### src/rtl/addsub_arbiter_if.sv
// Request/response bundle for addsub_arbiter.
//   master : two requesters (valid, x, y, sub) plus the response consumer (rsp_ready)
//   slave  : the arbiter (req ready outputs and the registered response slot)
// Parameter N is the operand/result width and must match the arbiter's N.
interface addsub_arbiter_if #(
  parameter int unsigned N = 8
);
  logic         req0_valid;
  logic         req0_ready;
  logic [N-1:0] req0_x;
  logic [N-1:0] req0_y;
  logic         req0_sub;

  logic         req1_valid;
  logic         req1_ready;
  logic [N-1:0] req1_x;
  logic [N-1:0] req1_y;
  logic         req1_sub;

  logic         rsp_valid;
  logic         rsp_ready;
  logic         rsp_id;
  logic [N-1:0] rsp_result;
  logic         rsp_ccn;
  logic         rsp_ccz;
  logic         rsp_ccv;
  logic         rsp_ccc;

  modport master (
    output req0_valid, req0_x, req0_y, req0_sub,
    output req1_valid, req1_x, req1_y, req1_sub,
    output rsp_ready,
    input  req0_ready, req1_ready,
    input  rsp_valid, rsp_id, rsp_result, rsp_ccn, rsp_ccz, rsp_ccv, rsp_ccc
  );

  modport slave (
    input  req0_valid, req0_x, req0_y, req0_sub,
    input  req1_valid, req1_x, req1_y, req1_sub,
    input  rsp_ready,
    output req0_ready, req1_ready,
    output rsp_valid, rsp_id, rsp_result, rsp_ccn, rsp_ccz, rsp_ccv, rsp_ccc
  );
endinterface

### src/rtl/addsub_arbiter.sv
// Two-requester round-robin arbiter in front of one shared N-bit add/sub datapath.
// The granted operation is computed combinationally and captured in a single response
// slot (EMPTY/FULL) together with N/Z/V/C flags and the owner id.
//
// Ports:
//   clk        : clock, rising edge
//   rst_n      : asynchronous active-low reset
//   bus        : addsub_arbiter_if.slave (requests, ready outputs, response slot)
//   sticky_clr : (ADDSUB_ARB_STICKY_V_EN only) clear the sticky overflow flag
//   sticky_v   : (ADDSUB_ARB_STICKY_V_EN only) set by any transfer with ccv=1
//
// Optional feature macro: ADDSUB_ARB_STICKY_V_EN.
module addsub_arbiter #(
  parameter int unsigned N = 8
) (
  input  logic            clk,
  input  logic            rst_n,
  addsub_arbiter_if.slave bus
`ifdef ADDSUB_ARB_STICKY_V_EN
  ,
  input  logic            sticky_clr,
  output logic            sticky_v
`endif
);

  typedef enum logic {StEmpty, StFull} state_e;

  state_e       state_q, state_d;
  logic         last_q, last_d;      // requester granted at the most recent transfer
  logic         id_q, id_d;
  logic [N-1:0] result_q, result_d;
  logic         ccn_q, ccn_d;
  logic         ccz_q, ccz_d;
  logic         ccv_q, ccv_d;
  logic         ccc_q, ccc_d;

  logic         can_accept;
  logic         grant;
  logic         ready0, ready1;
  logic         xfer;

  logic [N-1:0] op_x, op_y;
  logic         op_sub;
  logic [N:0]   sum;
  logic [N-1:0] res;
  logic         flag_v;

  // Arbitration depends only on valids, rsp_ready, slot state and pointer.
  always_comb begin
    can_accept = (state_q == StEmpty) || bus.rsp_ready;
    if (bus.req0_valid && bus.req1_valid) begin
      grant = ~last_q;
    end else if (bus.req1_valid) begin
      grant = 1'b1;
    end else begin
      grant = 1'b0;
    end
    // rst_n gating keeps both readys low while reset is asserted.
    ready0 = rst_n && can_accept && bus.req0_valid && !grant;
    ready1 = rst_n && can_accept && bus.req1_valid && grant;
    xfer   = ready0 || ready1;
  end

  // Shared datapath; subtraction is x + ~y + 1 so the carry-out means "no borrow".
  always_comb begin
    op_x   = grant ? bus.req1_x   : bus.req0_x;
    op_y   = grant ? bus.req1_y   : bus.req0_y;
    op_sub = grant ? bus.req1_sub : bus.req0_sub;
    sum    = {1'b0, op_x} + {1'b0, (op_sub ? ~op_y : op_y)} + {{N{1'b0}}, op_sub};
    res    = sum[N-1:0];
    if (op_sub) begin
      flag_v = (op_x[N-1] != op_y[N-1]) && (res[N-1] != op_x[N-1]);
    end else begin
      flag_v = (op_x[N-1] == op_y[N-1]) && (res[N-1] != op_x[N-1]);
    end
  end

  always_comb begin
    state_d  = state_q;
    last_d   = last_q;
    id_d     = id_q;
    result_d = result_q;
    ccn_d    = ccn_q;
    ccz_d    = ccz_q;
    ccv_d    = ccv_q;
    ccc_d    = ccc_q;
    if (xfer) begin
      state_d  = StFull;
      last_d   = grant;
      id_d     = grant;
      result_d = res;
      ccn_d    = res[N-1];
      ccz_d    = (res == '0);
      ccv_d    = flag_v;
      ccc_d    = sum[N];
    end else if ((state_q == StFull) && bus.rsp_ready) begin
      state_d = StEmpty;
    end
  end

  always_ff @(posedge clk or negedge rst_n) begin
    if (!rst_n) begin
      state_q  <= StEmpty;
      last_q   <= 1'b1;              // req0 wins the first contention
      id_q     <= 1'b0;
      result_q <= '0;
      ccn_q    <= 1'b0;
      ccz_q    <= 1'b0;
      ccv_q    <= 1'b0;
      ccc_q    <= 1'b0;
    end else begin
      state_q  <= state_d;
      last_q   <= last_d;
      id_q     <= id_d;
      result_q <= result_d;
      ccn_q    <= ccn_d;
      ccz_q    <= ccz_d;
      ccv_q    <= ccv_d;
      ccc_q    <= ccc_d;
    end
  end

  assign bus.req0_ready = ready0;
  assign bus.req1_ready = ready1;
  assign bus.rsp_valid  = (state_q == StFull);
  assign bus.rsp_id     = id_q;
  assign bus.rsp_result = result_q;
  assign bus.rsp_ccn    = ccn_q;
  assign bus.rsp_ccz    = ccz_q;
  assign bus.rsp_ccv    = ccv_q;
  assign bus.rsp_ccc    = ccc_q;

`ifdef ADDSUB_ARB_STICKY_V_EN
  logic sticky_q, sticky_d;

  // Set has priority over a simultaneous clear.
  always_comb begin
    sticky_d = sticky_q;
    if (xfer && flag_v) begin
      sticky_d = 1'b1;
    end else if (sticky_clr) begin
      sticky_d = 1'b0;
    end
  end

  always_ff @(posedge clk or negedge rst_n) begin
    if (!rst_n) begin
      sticky_q <= 1'b0;
    end else begin
      sticky_q <= sticky_d;
    end
  end

  assign sticky_v = sticky_q;
`endif

endmodule

### src/flat_wrapper.sv
// flat-port wrapper written by rule: the top's interface ports become plain ports
module addsub_arbiter_flat 
#(
  parameter int unsigned N = 8
)
  (clk, rst_n, bus_req0_valid, bus_req0_x, bus_req0_y, bus_req0_sub, bus_req1_valid, bus_req1_x, bus_req1_y, bus_req1_sub, bus_rsp_ready, bus_req0_ready, bus_req1_ready, bus_rsp_valid, bus_rsp_id, bus_rsp_result, bus_rsp_ccn, bus_rsp_ccz, bus_rsp_ccv, bus_rsp_ccc);
  addsub_arbiter_if #(.N(N)) bus_i ();
  input  logic clk;
  input  logic rst_n;
  input wire logic [$bits(bus_i.req0_valid)-1:0] bus_req0_valid;
  input wire logic [$bits(bus_i.req0_x)-1:0] bus_req0_x;
  input wire logic [$bits(bus_i.req0_y)-1:0] bus_req0_y;
  input wire logic [$bits(bus_i.req0_sub)-1:0] bus_req0_sub;
  input wire logic [$bits(bus_i.req1_valid)-1:0] bus_req1_valid;
  input wire logic [$bits(bus_i.req1_x)-1:0] bus_req1_x;
  input wire logic [$bits(bus_i.req1_y)-1:0] bus_req1_y;
  input wire logic [$bits(bus_i.req1_sub)-1:0] bus_req1_sub;
  input wire logic [$bits(bus_i.rsp_ready)-1:0] bus_rsp_ready;
  output wire logic [$bits(bus_i.req0_ready)-1:0] bus_req0_ready;
  output wire logic [$bits(bus_i.req1_ready)-1:0] bus_req1_ready;
  output wire logic [$bits(bus_i.rsp_valid)-1:0] bus_rsp_valid;
  output wire logic [$bits(bus_i.rsp_id)-1:0] bus_rsp_id;
  output wire logic [$bits(bus_i.rsp_result)-1:0] bus_rsp_result;
  output wire logic [$bits(bus_i.rsp_ccn)-1:0] bus_rsp_ccn;
  output wire logic [$bits(bus_i.rsp_ccz)-1:0] bus_rsp_ccz;
  output wire logic [$bits(bus_i.rsp_ccv)-1:0] bus_rsp_ccv;
  output wire logic [$bits(bus_i.rsp_ccc)-1:0] bus_rsp_ccc;
  assign bus_i.req0_valid = bus_req0_valid;
  assign bus_i.req0_x = bus_req0_x;
  assign bus_i.req0_y = bus_req0_y;
  assign bus_i.req0_sub = bus_req0_sub;
  assign bus_i.req1_valid = bus_req1_valid;
  assign bus_i.req1_x = bus_req1_x;
  assign bus_i.req1_y = bus_req1_y;
  assign bus_i.req1_sub = bus_req1_sub;
  assign bus_i.rsp_ready = bus_rsp_ready;
  assign bus_req0_ready = bus_i.req0_ready;
  assign bus_req1_ready = bus_i.req1_ready;
  assign bus_rsp_valid = bus_i.rsp_valid;
  assign bus_rsp_id = bus_i.rsp_id;
  assign bus_rsp_result = bus_i.rsp_result;
  assign bus_rsp_ccn = bus_i.rsp_ccn;
  assign bus_rsp_ccz = bus_i.rsp_ccz;
  assign bus_rsp_ccv = bus_i.rsp_ccv;
  assign bus_rsp_ccc = bus_i.rsp_ccc;
  addsub_arbiter #(.N(N)) u_core (.clk(clk), .rst_n(rst_n), .bus(bus_i));
endmodule
### config.mk
export PLATFORM = sky130hd
export DESIGN_NAME = addsub_arbiter_flat
export DESIGN_NICKNAME = d
export VERILOG_FILES = /design/src/rtl/addsub_arbiter_if.sv /design/src/rtl/addsub_arbiter.sv /design/src/flat_wrapper.sv
export SDC_FILE = /design/constraint.sdc
export NUM_CORES = 1
export LEC_CHECK = 0
export ABC_AREA = 1
export ABC_CLOCK_PERIOD_IN_PS = 7900
export CAP_MARGIN = 20
export CORE_MARGIN = 2
export CORE_UTILIZATION = 57
export CTS_BUF_LIST = sky130_fd_sc_hd__clkbuf_2
export DETAILED_ROUTE_END_ITERATION = 8
export DONT_BUFFER_PORTS = 1
export PLACE_DENSITY = 0.72
export SYNTH_ARGS = -nofsm -noshare
export SYNTH_HDL_FRONTEND = slang
export SYNTH_SLANG_ARGS = --single-unit
### constraint.sdc
create_clock -name clk -period 7.9 [get_ports clk]
set_clock_uncertainty 0.05 [all_clocks]
set_input_delay 0.79 -clock clk [delete_from_list [all_inputs] [get_ports clk]]
set_output_delay 0.79 -clock clk [all_outputs]
set_load 0.05 [all_outputs]
==> run metrics, run 1 <==
status completed; Clock Sinks 14; Detail Placement HPWL 2030 µm; worst vdd ir 166 µV; DP Worst Slack 4.90 ns; number of synthesized flops with an enable pin 0; core box area about 2200 µm²; fmax roughly 0.35 GHz; Starting Density between 50 and 60%; max cap viols 0; GRT Total Usage 19.5%; Setup Fix Bufs, Post-CTS 0; CP cell instances nand2_2, nand2_4, inv_2, nor2_1; period utilization a little over a third; Sw Ratio between 50% and 60%; Compound-Gate Fraction of Synth Area 8.06%; Levels on crit path 4; distinct cell type count after synthesis 30; worst-margin pin slew about 0.89 ns; Netlist Area Pre-Place 1270 µm²; Post-Syn Instances 177; Net Switching ~0.00024 W; proportion of synthesized area in mux cells 5.50%; DRC violation count after routing 0; total grt overflow 0; initial antenna violation count 0; Avg Synthesized Cell Area between 7 and 8 µm²; Final Critical Period approximately 2.8 ns; Hold Buf Count CTS 0; I/O Pins 55; Core Rows 17; post-DR vias/cell 5.25; CP peak stage delay 0.72 ns; startpoint types register; synthesized flop and latch total 14; die width approximately 51 µm; relative slew slack 40.5%; RR Startpoint u_core.last_q; H-tree Lvls 1; Worst Path Max Fanout 19; Comb pwr share 39.9%; area leader, netlist dfrtp_1; main combinational cell family by area after synthesis simple AND/OR/NAND/NOR gates; clk slew on worst S/H paths 0.13 ns; layout cell share with drive strength beyond 1 a little under a tenth; Post-synth top cells nand2_1, inv_1, dfrtp_1, nand3_1, nor2_1; root buf cell clkbuf_2; filler instances 213; power density cells ~310 nW/µm²; Worst Setup SP u_core.last_q; Area Growth Syn to Fin 2.95%; vias approximately 1,100; CTS tree built; Reg2Reg Depth 13; RR Endpoint u_core.bus.rsp_ccz; P_leak 0.724 nW; R2R setup slack 5.16 ns; Final Setup Violations 0; count leader, synth nand2_1; RSZ-0062 raised after global routing no; Critical Path End bus_req0_ready; total die area 2630 µm²; post-CTS resize count 0; wire length per cell 11.6 µm; Synth Flop Type dfrtp_1; Routed Wire Length 2380 µm; Int Power 0.000175 W; count of port buffers added during placement 0; type of the worst min-delay path input pin to asynchronous set/reset pin; CTS Buf Count 3; number of diodes 0; clock share of power ~8.2%; final-report hold violation count 0; nets about 230; Initial DRC Count 17; fin worst setup slack a little over 5 ns; post-synthesis xor/xnor area fraction under 10%; clock latency at the later pin of the worst-skew pair 0.25 ns; Post-Route Setup TNS 0 ns; crit path DAT 2.00 ns; share of the synthesized area in the top cell type 25.5%; Max Root-Sink Buffers 2; Die Height 51.3 µm; Adder-Cell Fraction of Synth Area 8.45%; Seq/Total Area, Yosys between 20% and 30%; pins over their slew limit 0; global-route wire length before repair 3970 µm; Syn Nets 224; Yosys warning count 0; CP max-delay cell nor2_1; antenna-violating nets left 0; placer congestion estimate roughly 0.80; DR pass1 iterations 4; vias in the first global route slightly below 1,000; async set-reset flop share out of synthesis 100%; sequential share of power 51.9%; Area contributors post-synth dfrtp_1, nand2_1, ha_1; simple-gate area share of the yosys netlist 35.5%; largest net degree at the start of global routing 20; CP Buf/Inv Count 1; WP data required 7.06 ns; critical path endpoint category primary output; critical path class register to primary output; family with the most delay on the worst path simple AND/OR/NAND/NOR gates
==> stage by stage <==
step	instances	util [%]	total power [W]	cell area, µm²	hold slack, ns
finish	206	60.4	0.000412	1310	0.154
global route	206	60.4	0.000444	1310	0.117
CTS	206	60.4	0.000415	1310	0.143
detailed placement	202	59.5	0.000381	1290	0.421
global placement	202	59.5	0.000374	1290	0.407
floorplan	177	-	0.000354	1270	0.401
==> sequential cells by signal (all words and copies together), names as in the netlist <==
signal	count
u_core.bus.rsp_ccc	1
u_core.bus.rsp_ccn	1
u_core.bus.rsp_ccv	1
u_core.bus.rsp_ccz	1
u_core.bus.rsp_id	1
u_core.bus.rsp_result	7
u_core.bus.rsp_valid	1
u_core.last_q	1
==> power by group through the flow <==
stage	Combinational, W	Clock, W	Sequential (W)
after global placement	0.000158	0	0.000215
after detailed placement	0.000165	0	0.000217
final	0.000165	0.0000336	0.000214
after global routing	0.000188	0.0000379	0.000218
after floorplan	0.000152	0	0.000203
after CTS	0.000165	0.0000344	0.000215
==> layout make-up <==
cell class | count | area, µm² | share of cell area, %
well taps | 28 | 35.0 | 2.67
multi-input cells | 144 | 845 | 64.4
inverters | 16 | 60.1 | 4.58
clock buffers | 4 | 20.0 | 1.53
flip-flops and latches | 14 | 352 | 26.8
==> logic make-up after synthesis <==
kind of cell	count (synthesis)
and+or+nand+nor	99
buffers and inverters	19
adders and majority gates	8
muxes	7
DFF	14
xor gates and xnor gates	12
AOI/OAI and AO/OA	18
==> metal layers <==
layer | part of all wire, % | global-route usage (%) | vias to the layer above | routed length (µm)
met4 | 1.0 | 9.65 | 0 | 25
li1 | - | - | 572 | -
met5 | 0 | 0 | - | 0
met3 | 6.8 | 1.75 | 2 | 163
met2 | 46 | 33.1 | 44 | 1100
met1 | 46 | 24.8 | 464 | 1100
==> worst min path at each step <==
stage,slack (ns),endpoint,startpoint,depth (start not counted)
floorplan,0.40,u_core.last_q,u_core.last_q,2
finish,0.15,u_core.bus.rsp_result[3],rst_n,0
CTS,0.14,u_core.bus.rsp_result[3],rst_n,0
global route,0.12,u_core.bus.rsp_result[3],rst_n,0
detailed placement,0.42,u_core.last_q,u_core.last_q,2
global placement,0.41,u_core.last_q,u_core.last_q,2
==> cell usage in the layout (no fill, tap or decap), drive strengths merged, types with 2 or more instances in the layout <==
cell	count
a21oi	6
a31oi	2
and2	2
clkbuf	4
dfrtp	13
ha	7
inv	16
mux2i	7
nand2	68
nand3	14
nand3b	2
nor2	9
nor3	2
o21a	2
o21ai	6
xnor2	5
xor2	7
(Power assumes the default switching activity.)
==> run 2, diff against run 1 <==
--- a/config.mk
+++ b/config.mk
@@ -6,7 +6,7 @@
 export NUM_CORES = 1
 export LEC_CHECK = 0
 export ABC_AREA = 1
-export ABC_CLOCK_PERIOD_IN_PS = 7900
+export ABC_CLOCK_PERIOD_IN_PS = 2700
 export CAP_MARGIN = 20
 export CORE_MARGIN = 2
 export CORE_UTILIZATION = 57
==> constraint.sdc (replaced) <==
create_clock -name clk -period 2.7 [get_ports clk]
set_clock_uncertainty 0.05 [all_clocks]
set_input_delay 0.27 -clock clk [delete_from_list [all_inputs] [get_ports clk]]
set_output_delay 0.27 -clock clk [all_outputs]
set_load 0.05 [all_outputs]
==> run 2 against run 1 <==
Utilization up 5.9 points; first-iteration DRC count is 29% lower; total power rose to 3.1 times the previous value; sequential power rose to 2.9 times the previous value; cell area is 9.7% higher; global-route usage increased by 2.1 points; flip-flop and latch count unchanged; critical path type is now register to register.
==> run metrics, run 2 (same netlist as run 1, synthesis figures left out) <==
startpoint types register (unchanged); largest net degree at the start of global routing 16 (was 20); commonest non-fill, non-tap cell in the layout nand2_1 (unchanged); most frequent cells in the layout nand2_1, inv_1, nand3_1, dfrtp_1, nor2_1 (unchanged); Core Rows 17 (unchanged); WP data required 2.85 ns (was 7.06 ns); total grt overflow 0 (unchanged); type of the worst min-delay path input pin to register (was input pin to asynchronous set/reset pin); global-route wire length before repair 4480 µm (was 3970 µm); DRC violation count after routing 0 (unchanged); RSZ-0062 raised after global routing yes (was no); Worst Setup SP u_core.last_q (unchanged); CP peak stage delay 0.58 ns (was 0.72 ns); fmax 0.384 GHz; P_leak 0.758 nW (was 0.724 nW); Clock Sinks 14 (unchanged); root buf cell clkbuf_2 (unchanged); antenna-violating nets left 0 (unchanged); hold path start bus_rsp_ready; layout cell share with drive strength beyond 1 19.4% (was 9.55%); CTS Buf Count 3 (unchanged); count of port buffers added during placement 0 (unchanged); H-tree Lvls 1 (unchanged); max cap viols 0 (unchanged); Final Critical Period 2.60 ns; placer congestion estimate 0.815 (was 0.796); CTS tree built (unchanged); clk slew on worst S/H paths 0.13 ns (about the same); wire length per cell 12.9 µm (was 11.6 µm); final-report hold violation count 0 (unchanged); initial antenna violation count 0 (unchanged); Multi-input gate area 906 µm² (was 845 µm²); total power draw 0.00129 W (was 0.000412 W); vias in the first global route 1,140 (was 984); worst vdd ir 562 µV (was 166 µV); max FFs per register 7 (unchanged); pins over their slew limit 0 (unchanged); filler instances 203 (was 213); I/O Pins 55 (unchanged); fin util 66.3% (was 60.4%); CP cell instances nand2_4, nand3b_1, nand2_4, buf_6, xor2_1, ha_1, nand2_2, o211ai_1, xor2_1, nand3_1, nor2_1, nand3_1, nand2_1 (was nand2_2, nand2_4, inv_2, nor2_1); Die Height 51.3 µm (unchanged); power density cells 899 nW/µm² (was 314 nW/µm²); Routed Wire Length 2750 µm (was 2380 µm); RR Startpoint u_core.last_q (unchanged); nets 234 (was 226); DR pass1 iterations 4 (unchanged); number of diodes 0 (unchanged); period utilization between 90% and 100%; worst-margin pin slew 0.894 ns (was 0.890 ns); GRT Total Usage 21.7% (was 19.5%); critical path class register to register (was register to primary output); Detail Placement HPWL 2250 µm (was 2030 µm); relative slew slack 40.4% (was 40.5%); vias 1,134 (was 1,082); Worst Path Max Fanout 8 (was 19); post-DR vias/cell 5.30 (was 5.25); total die area 2630 µm² (unchanged); CP max-delay cell dfstp_2 (was nor2_1); crit path DAT 2.76 ns (was 2.00 ns); clock latency at the later pin of the worst-skew pair 0.26 ns (was 0.25 ns); critical path endpoint category register (was primary output); Area Growth Syn to Fin 13.0% (was 2.95%); status completed (unchanged); Final Setup Violations 0 (unchanged); Starting Density 58.7% (unchanged); Initial DRC Count 12 (was 17); die width 51.3 µm (unchanged); core box area 2170 µm² (unchanged); Max Root-Sink Buffers 2 (unchanged); Reg area 352 µm² (unchanged)
==> run 2: changes by cell type in the layout (fill, tap and decap cells not counted), sizes merged <==
cell,delta
dlygate4sd3,+1
buf,+7
==> run 2: area by class of cell <==
| cell class | instances | area share (%) |
|---|---|---|
| multi-input combinational | 144 | 63.0 |
| sequential | 14 | 24.4 |
| timing repair buffer | 8 | 4.61 |
| inverter | 16 | 4.17 |
| tap | 28 | 2.43 |
| clock buffer | 4 | 1.39 |
==> run 2: layer usage <==
layer  vias to the layer above  global-route usage (%)  part of all wire, %
li1                        589                       -                    -
met1                       495                    25.0                   43
met2                        46                    40.9                   50
met3                         4                    1.75                  6.0
met4                         0                    8.33                  1.1
met5                         -                       0                    0
==> run 2: report_power, final <==
part | internal [W] | total (W) | switching, W
combinational | 0.000238 | 0.000563 | 0.000324
clock | 0.0000393 | 0.000101 | 0.0000618
sequential | 0.000283 | 0.000629 | 0.000347
==> run 2: worst max-delay path, delay by kind of cell (launching register included) <==
family	cells	cell delay, ns
AO/OA/AOI/OAI	1	0.27
flip-flops	1	0.58
buffers and inverters	1	0.15
adder cells (fa/ha/maj)	1	0.36
XOR/XNOR	2	0.37
AND/OR/NAND/NOR	8	0.76
==> run 2: metrics by stage <==
stage                     hold slack, ns  cells  setup TNS (ns)  area (µm²)  setup WS, ns
after CTS                         0.0389    211               0        1350       0.00167
after global routing              0.0473    214          -0.170        1440        -0.104
after detailed placement         -0.0753    206               0        1320        0.0286
final                             0.0486    214               0        1440        0.0963
after floorplan                  -0.0756    177               0        1270        0.0976
after global placement           -0.0753    206               0        1320        0.0622
==> run 2: path summary, 6_finish.rpt <==
path | end | slack (ns) | cells after the start
worst max register to register | u_core.bus.rsp_ccz | 0.1 | 13
min in group asynchronous | u_core.bus.rsp_result[1] | 0.38 | 1
max in group asynchronous | u_core.bus.rsp_ccc | 1.81 | 1
worst min register to register | u_core.last_q | 0.45 | 2
worst min-delay path | u_core.bus.rsp_valid | 0.05 | 1
worst max-delay path | u_core.bus.rsp_ccz | 0.1 | 13
==> run 2: what timing repair did <==
action,in CTS,in global routing
hold buffers,1,0
setup buffers,0,3
gates resized for setup,0,16
endpoints found under the setup margin,0,5
endpoints found under the hold margin,14,0
